### config.mk
export PLATFORM = sky130hd
export DESIGN_NAME = fp_add_seq
export DESIGN_NICKNAME = d
export VERILOG_FILES = /design/src/rtl/fpu_pkg.sv /design/src/rtl/fp_class.sv /design/src/rtl/fp_add_seq.sv
export SDC_FILE = /design/constraint.sdc
export NUM_CORES = 1
export LEC_CHECK = 0
export CORE_MARGIN = 4
export CORE_UTILIZATION = 45
export DETAILED_ROUTE_END_ITERATION = 7
export PLACE_DENSITY = 0.7
export SLEW_MARGIN = 20
export SYNTH_ARGS = -nofsm -noshare
export SYNTH_HDL_FRONTEND = slang
export SYNTH_SLANG_ARGS = --single-unit
### constraint.sdc
create_clock -name clk -period 2.85 [get_ports clk]
set_clock_uncertainty 0.15 [all_clocks]
set_input_delay 0.57 -clock clk [delete_from_list [all_inputs] [get_ports clk]]
set_output_delay 0.57 -clock clk [all_outputs]
set_load 0.02 [all_outputs]
### src/rtl/fpu_pkg.sv
// Shared definitions for the floating-point add sequencer.
// Contents: sequencer state enum, special-result code enum, field widths,
// normalisation timeout, alignment-shift saturation value, and a helper
// that computes the saturated alignment shift from two exponents.
package fpu_pkg;

  localparam int EXP_W     = 8;
  localparam int MAN_W     = 23;
  localparam int NORM_MAX  = 26;
  // Shifting by more than the full significand (hidden bit + MAN_W) only
  // feeds sticky bits, so the shift amount saturates there.
  localparam int SHAMT_SAT = MAN_W + 1;
  localparam logic [EXP_W-1:0] EXP_ALL1 = '1;

  typedef enum logic [2:0] {
    S_IDLE    = 3'd0,
    S_UNPACK  = 3'd1,
    S_ALIGN   = 3'd2,
    S_ADD     = 3'd3,
    S_NORM    = 3'd4,
    S_ROUND   = 3'd5,
    S_SPECIAL = 3'd6,
    S_DONE    = 3'd7
  } state_t;

  typedef enum logic [1:0] {
    SP_NONE = 2'b00,
    SP_QNAN = 2'b01,
    SP_INF  = 2'b10,
    SP_RSVD = 2'b11
  } special_t;

  function automatic logic [4:0] sat_shamt(input logic [EXP_W-1:0] ea,
                                           input logic [EXP_W-1:0] eb);
    logic [EXP_W-1:0] d;
    d = (ea >= eb) ? (ea - eb) : (eb - ea);
    if (d > EXP_W'(SHAMT_SAT)) return 5'(SHAMT_SAT);
    else                       return d[4:0];
  endfunction

endpackage

### src/rtl/fp_class.sv
// Combinational classification of one single-precision operand.
// Ports:
//   exponent  in  8  biased exponent field
//   man_nz    in  1  mantissa field is nonzero
//   is_zden   out 1  zero or denormal (exponent all zeros)
//   is_inf    out 1  infinity (exponent all ones, mantissa zero)
//   is_nan    out 1  NaN (exponent all ones, mantissa nonzero)
module fp_class
  import fpu_pkg::*;
(
  input  logic [EXP_W-1:0] exponent,
  input  logic             man_nz,
  output logic             is_zden,
  output logic             is_inf,
  output logic             is_nan
);

  logic exp_max;

  assign exp_max = (exponent == EXP_ALL1);
  assign is_zden = (exponent == '0);
  assign is_inf  = exp_max & ~man_nz;
  assign is_nan  = exp_max &  man_nz;

endmodule

### src/rtl/fp_add_seq.sv
// Control sequencer for a multi-cycle floating-point adder. Accepts an
// operand pair (sign, exponent, mantissa-nonzero flags), derives the
// alignment controls, steps the datapath through align/add/normalise/round
// with one stage enable at a time, and short-circuits NaN/Inf operands.
//
// Optional feature: define FPU_SUB_EN to add the op_sub port (1 = A-B),
// which then enters the effective-subtract decision.
//
// Ports:
//   clk, reset            clock; synchronous active-high reset
//   in_valid / in_ready   operand handshake (ready only when idle)
//   sign_*, exp_*, man_*_nz  operand fields
//   op_sub                subtract request (FPU_SUB_EN only)
//   swap                  B has the larger exponent
//   n_concat              {A is zero/denorm, B is zero/denorm}
//   shamt                 alignment shift, saturated at 24
//   eff_sub               effective operation is a subtraction
//   ld_en..round_en       datapath stage enables, at most one high
//   norm_done             datapath reports normalisation complete
//   special               00 none, 01 qNaN, 10 Inf
//   out_valid / out_ready result handshake, outputs held while waiting
//   norm_err              sticky: normalisation timed out
//
// state     | meaning
// ----------+---------------------------------------------------------
// S_IDLE    | ready for an operand pair; accept pulses ld_en
// S_UNPACK  | classify latched operands, register alignment controls
// S_ALIGN   | one cycle of align_en
// S_ADD     | one cycle of add_en; arm normalisation timer
// S_NORM    | norm_en until norm_done or timer terminal count
// S_ROUND   | one cycle of round_en
// S_SPECIAL | register NaN/Inf code, no datapath enables
// S_DONE    | out_valid held until out_ready
module fp_add_seq
  import fpu_pkg::*;
(
  input  logic             clk,
  input  logic             reset,
  input  logic             in_valid,
  output logic             in_ready,
  input  logic             sign_a,
  input  logic             sign_b,
  input  logic [EXP_W-1:0] exp_a,
  input  logic [EXP_W-1:0] exp_b,
  input  logic             man_a_nz,
  input  logic             man_b_nz,
`ifdef FPU_SUB_EN
  input  logic             op_sub,
`endif
  output logic             swap,
  output logic [1:0]       n_concat,
  output logic [4:0]       shamt,
  output logic             eff_sub,
  output logic             ld_en,
  output logic             align_en,
  output logic             add_en,
  output logic             norm_en,
  output logic             round_en,
  input  logic             norm_done,
  output logic [1:0]       special,
  output logic             out_valid,
  input  logic             out_ready,
  output logic             norm_err
);

  state_t state, state_nxt;

  // Operand fields captured at accept so the source may move on.
  logic             a_sign, b_sign;
  logic [EXP_W-1:0] a_exp, b_exp;
  logic             a_mnz, b_mnz;
  logic             sub_req;
  logic [4:0]       norm_cnt;

  logic a_zden, a_inf, a_nan;
  logic b_zden, b_inf, b_nan;
  logic any_special;
  logic is_qnan;
  logic norm_tc;

  fp_class u_class_a (
    .exponent (a_exp),
    .man_nz   (a_mnz),
    .is_zden  (a_zden),
    .is_inf   (a_inf),
    .is_nan   (a_nan)
  );

  fp_class u_class_b (
    .exponent (b_exp),
    .man_nz   (b_mnz),
    .is_zden  (b_zden),
    .is_inf   (b_inf),
    .is_nan   (b_nan)
  );

  assign any_special = a_inf | a_nan | b_inf | b_nan;
  // Inf - Inf is invalid; eff_sub is already registered by the time
  // SPECIAL evaluates this.
  assign is_qnan     = a_nan | b_nan | (a_inf & b_inf & eff_sub);
  assign norm_tc     = (norm_cnt == 5'd0);

  always_comb begin
    state_nxt = state;
    in_ready  = 1'b0;
    ld_en     = 1'b0;
    align_en  = 1'b0;
    add_en    = 1'b0;
    norm_en   = 1'b0;
    round_en  = 1'b0;
    out_valid = 1'b0;
    case (state)
      S_IDLE: begin
        in_ready = 1'b1;
        if (in_valid) begin
          ld_en     = 1'b1;
          state_nxt = S_UNPACK;
        end
      end
      S_UNPACK:  state_nxt = any_special ? S_SPECIAL : S_ALIGN;
      S_ALIGN: begin
        align_en  = 1'b1;
        state_nxt = S_ADD;
      end
      S_ADD: begin
        add_en    = 1'b1;
        state_nxt = S_NORM;
      end
      S_NORM: begin
        norm_en = 1'b1;
        if (norm_done || norm_tc) state_nxt = S_ROUND;
      end
      S_ROUND: begin
        round_en  = 1'b1;
        state_nxt = S_DONE;
      end
      S_SPECIAL: state_nxt = S_DONE;
      S_DONE: begin
        out_valid = 1'b1;
        if (out_ready) state_nxt = S_IDLE;
      end
      default:   state_nxt = S_IDLE;
    endcase
  end

  always_ff @(posedge clk) begin
    if (reset) begin
      state    <= S_IDLE;
      a_sign   <= 1'b0;
      b_sign   <= 1'b0;
      a_exp    <= '0;
      b_exp    <= '0;
      a_mnz    <= 1'b0;
      b_mnz    <= 1'b0;
      sub_req  <= 1'b0;
      swap     <= 1'b0;
      n_concat <= 2'b00;
      shamt    <= 5'd0;
      eff_sub  <= 1'b0;
      special  <= SP_NONE;
      norm_cnt <= 5'd0;
      norm_err <= 1'b0;
    end else begin
      state <= state_nxt;
      if (ld_en) begin
        a_sign   <= sign_a;
        b_sign   <= sign_b;
        a_exp    <= exp_a;
        b_exp    <= exp_b;
        a_mnz    <= man_a_nz;
        b_mnz    <= man_b_nz;
`ifdef FPU_SUB_EN
        sub_req  <= op_sub;
`else
        sub_req  <= 1'b0;
`endif
        swap     <= 1'b0;
        n_concat <= 2'b00;
        shamt    <= 5'd0;
        eff_sub  <= 1'b0;
        special  <= SP_NONE;
      end
      case (state)
        S_UNPACK: begin
          swap     <= (b_exp > a_exp);
          n_concat <= {a_zden, b_zden};
          shamt    <= sat_shamt(a_exp, b_exp);
          eff_sub  <= a_sign ^ b_sign ^ sub_req;
        end
        S_ADD:     norm_cnt <= 5'(NORM_MAX - 1);
        S_NORM: begin
          if (norm_done || norm_tc) begin
            norm_cnt <= 5'd0;
            if (!norm_done) norm_err <= 1'b1;
          end else begin
            norm_cnt <= norm_cnt - 5'd1;
          end
        end
        S_SPECIAL: special <= is_qnan ? SP_QNAN : SP_INF;
        default: ;
      endcase
    end
  end

endmodule

==> results.md <==
Worst setup path:
- The stage delay of the slowest cell on the critical path is 390 ps.
- STA classifies the critical path startpoint as a flip-flop.
- The number of cells traversed by the worst register-to-register path is 11.
- Broken down by cell family, the worst path's largest delay share belongs to compound AO/OA/AOI/OAI gates.
- Together, buffers and inverters on the worst path number 2.
- In this run the register-to-register setup slack is 150 ps.
- For this design, the slowest cell found on the critical path is fa_1.
- The startpoint of the worst register-to-register path is a_exp[0].
- The endpoint of the worst-slack reg-to-reg timing path is shamt[0].
- In this run the worst path has a maximum fanout of 7.
- Among the stages of the critical path, the cell type that occurs most often is inv_1.
- The worst endpoint data arrival time is 2790 ps.
- The endpoint kind of the worst setup timing path is a flip-flop.
- The worst endpoint required time is 2940 ps.
- The critical path goes through inv_1 -> ha_1 -> inv_1 -> fa_1 -> nand3_1 -> a31oi_2 -> nor2b_2 -> mux2i_1 -> xnor2_1 -> a211oi_4 -> a32o_1.
- The critical path start-end classification is flip-flop to flip-flop.

Timing:
- The number of max-slew violations in the final report is 0.
- The number of setup violations in the final report is 0.
- The final critical path takes up 94.7% of the cycle.
- Measured against its own limit, the worst slew margin works out to 67.0%.
- The post-route worst setup slack is 151 ps.
- At the pin with the least slew margin, the transition time is 489 ps.
- The final critical delay including setup and external delays is 2700 ps.
- Based on the critical path, the design can be clocked at up to 0.370 GHz.
- The hold violation total from the final report is 0.
- For the final routed database, the setup TNS stands at 0 ps.

Clock tree:
- The number of gates resized after CTS was 0.
- The count of hold-fix buffers inserted at cts is 0.
- TritonCTS built the clock tree.
- The later pin in the worst-skew pair is clocked with a latency of 300 ps.
- The root buffer cell chosen for the clock tree is clkbuf_8.
- The clock sink total is 40.
- The maximum clock insertion buffer count is 2.
- The H-tree was split into 2 levels.
- The clock-pin slew on the worst setup and hold paths is 80 ps.
- The TritonCTS buffer count is 5.
- The number of setup buffers added after CTS is 0.

Hold path:
- The tightest min-delay check is of the flip-flop to flip-flop type.
- The start point of the worst min-delay path is swap.
- The worst hold path passes through 2 cells.
- The path with the worst hold slack has its endpoint at swap.

Yosys:
- In the post-synthesis netlist, the biggest area contributors are dfxtp_1 32%, ha_1 8.6%, nand2_1 8.1%, a21oi_1 7.9%, inv_1 4.3%.
- Counting every instance in the synthesized netlist gives 319.
- After synthesis the netlist holds a flip-flop and latch count of 40.
- The arithmetic-cell share of the synthesized area counting full adders, half adders and majority gates is 10.2%.
- When the netlist entered floorplanning its net count stood at 363.
- After Yosys synthesis, XOR and XNOR cells account for 2.48% of the synthesized area.
- The main combinational cell family by area after synthesis is simple AND/OR/NAND/NOR gates.
- Synthesis instantiated 55 different standard cells from the library.
- The cell area that synthesis handed to floorplanning was 2470 µm².
- Averaged over all synthesized cells, the footprint is 7.74 µm².
- For this run, asynchronously set or reset flops after synthesis account for 0%.
- The share of the synthesized area in the top cell type is 32.4%.
- The Yosys step of the flow raised 0 warnings.
- After synthesis, flip-flops and latches occupy 32.4% of the total area.
- Of the total synthesized cell area, the portion taken by AND, OR, NAND and NOR gates is 23.5%.
- The share of cell area taken by muxes after synthesis is 1.27%.
- The share of the synthesized area in compound gates (AO/OA/AOI/OAI) is 21.8%.
- The most used flip-flop cell after synthesis is dfxtp_1.
- The number of enable-type register cells in the synthesized netlist is 0.
- The dominant cell type by area after synthesis is dfxtp_1.

Cells and area:
- The antenna diode count is 0.
- Compared with the post-synthesis result, the final layout area differs by 25.5%.
- In the layout the commonest cells are 53 x nand2_1, 43 x clkdlybuf4s50_1, 39 x a21oi_1, 39 x dfxtp_1, 28 x inv_1.
- The final design utilization is 59.5%.
- The final layout net count is 408.
- Leaving out fill and tap cells, the most frequent cell in the layout is nand2_1.
- For this run, the number of standard cells in the final layout without fillers is 435.
- Cells with a size suffix above 1 make up 8.49% of the layout.

Routing:
- In the routed layout, each cell is associated on average with a via count of 5.41.
- For this run, design rule violations remaining after detail routing come to 0.
- After detailed routing, the total wire length is 6.34 mm.
- Summing over every cut layer, the via total after detailed routing is 2354.
- After detailed routing, the average wire length per cell comes to 14.6 µm.
- After the first detailed-routing iteration, the DRC count stood at 109.
- For this run, the detailed router's first-pass iteration total came to 4.
- The number of routed nets with antenna violations is 0.

Power and ir drop:
- The static leakage power is 0.00121 µW.
- For this design the ratio of total power to cell area is 550 nW/µm².
- The highest ir drop seen on vdd is 323 µV.

Global routing:
- The first global-routing pass estimated 10.3 mm of wire.
- Across every metal layer, demand over resource in global routing totals 19.7%.
- In the global route stage, met3 resource usage came out at 3.51%.
- The most heavily used metal layer in global routing is met2.
- The initial antenna violation count was 0.
- The overall overflow remaining after global route is 0.
- The routing usage on met1 is 27.8%.
- The via count of the first global-routing pass was 2222.
- The met2 track demand over resource in global routing is 30.0%.
- The maximum number of pins on one net before global-route repair is 35.

Die:
- The area of the die is 6740 µm².
- The core region is 5200 µm².
- The starting utilization of the core area is 47.5%.
- During I/O placement, the number of pins put on the boundary was 44.
- The floorplan row count is 26.
- The width of the die is 82.1 µm.
- The die height is 82.1 µm.

Outcome:
- The flow ran to the end, and the final reports show no timing, DRC or antenna violations.

Place:
- The cell count after placement is 427.
- The final estimated routing congestion in global placement is 0.938.
- The count of buffers added on input and output ports is 43.
- The total half-perimeter wirelength after legalization and detailed placement is 4.83 mm.
- Before CTS, the worst setup slack after placement is 25.6 ps.

Job:
- The total of max-cap violations is 0.
==> flip-flops by register name (all words and copies together) (netlist names) <==
name / cells
a_mnz: 1
norm_err: 1
n_concat: 2
b_mnz: 1
state: 3
special: 2
a_exp: 8
swap: 1
shamt: 5
norm_cnt: 5
b_exp: 8
eff_sub: 1
a_sign: 1
b_sign: 1
==> per-layer routing <==
layer	wire, µm	vias to the layer above
met2	2900	60
li1	-	1192
met5	0	-
met3	316	13
met1	3010	1089
met4	102	0
==> kinds of logic (layout without fill, tap and decap cells) <==
family          count (synthesis)  after routing
compound gates                 81             81
buf+inv                        47             93
flops                          40             40
xor+xnor                        7              7
fa+ha+maj                      19             19
mux                             3              3
simple gates                  122            122
==> cell type report <==
type,instances,area [µm²]
Fill cell,522,2110
Multi-Input combinational cell,232,1470
Sequential cell,40,802
Timing Repair Buffer,56,528
Inverter,29,109
Tap cell,70,87.6
Clock buffer,6,72.6
Clock inverter,2,35.0
==> tightest hold or removal path, cell delays in order (launching register included) <==
cell,delay (ps)
dfxtp_1,310
nand3_1,60
a21oi_1,50
==> report_power, final <==
| part | internal (µW) | switching (µW) |
|---|---|---|
| logic | 272 | 340 |
| clock network | 260 | 199 |
| registers | 595 | 38.6 |
| total | 1130 | 577 |
==> cell usage after synthesis (all sizes together), types with 2 or more instances <==
cell	instances
a211oi	6
a21o	3
a21oi	40
a221oi	2
a31oi	2
a32o	3
a32oi	2
and2	2
and3	3
buf	7
clkbuf	11
dfxtp	40
fa	2
ha	17
inv	29
mux2i	2
nand2	53
nand3	8
nand3b	4
nand4	7
nor2	19
nor2b	4
nor3	9
nor3b	2
nor4	6
o21a	2
o21ai	10
xnor2	3
xor2	4
==> through the flow <==
stage               instance area [µm²]  hold WS (ps)  power (µW)
detailed placement                 2990           310        1250
finish                             3100           319        1700
CTS                                3100           321        1700
global placement                   2990           306        1250
floorplan                          2470           286        1090
global route                       3100           344        1800
==> worst max path at each step <==
| stage | start | end | cells after the start |
|---|---|---|---|
| final | a_exp[0] | shamt[0] | 11 |
| after global routing | b_exp[0] | shamt[1] | 10 |
| after CTS | b_exp[0] | shamt[2] | 10 |
| after detailed placement | b_exp[0] | shamt[2] | 10 |
| after global placement | a_exp[0] | shamt[2] | 11 |
| after floorplan | state[2] | ld_en | 5 |
Power figures use the tool's default switching activity.
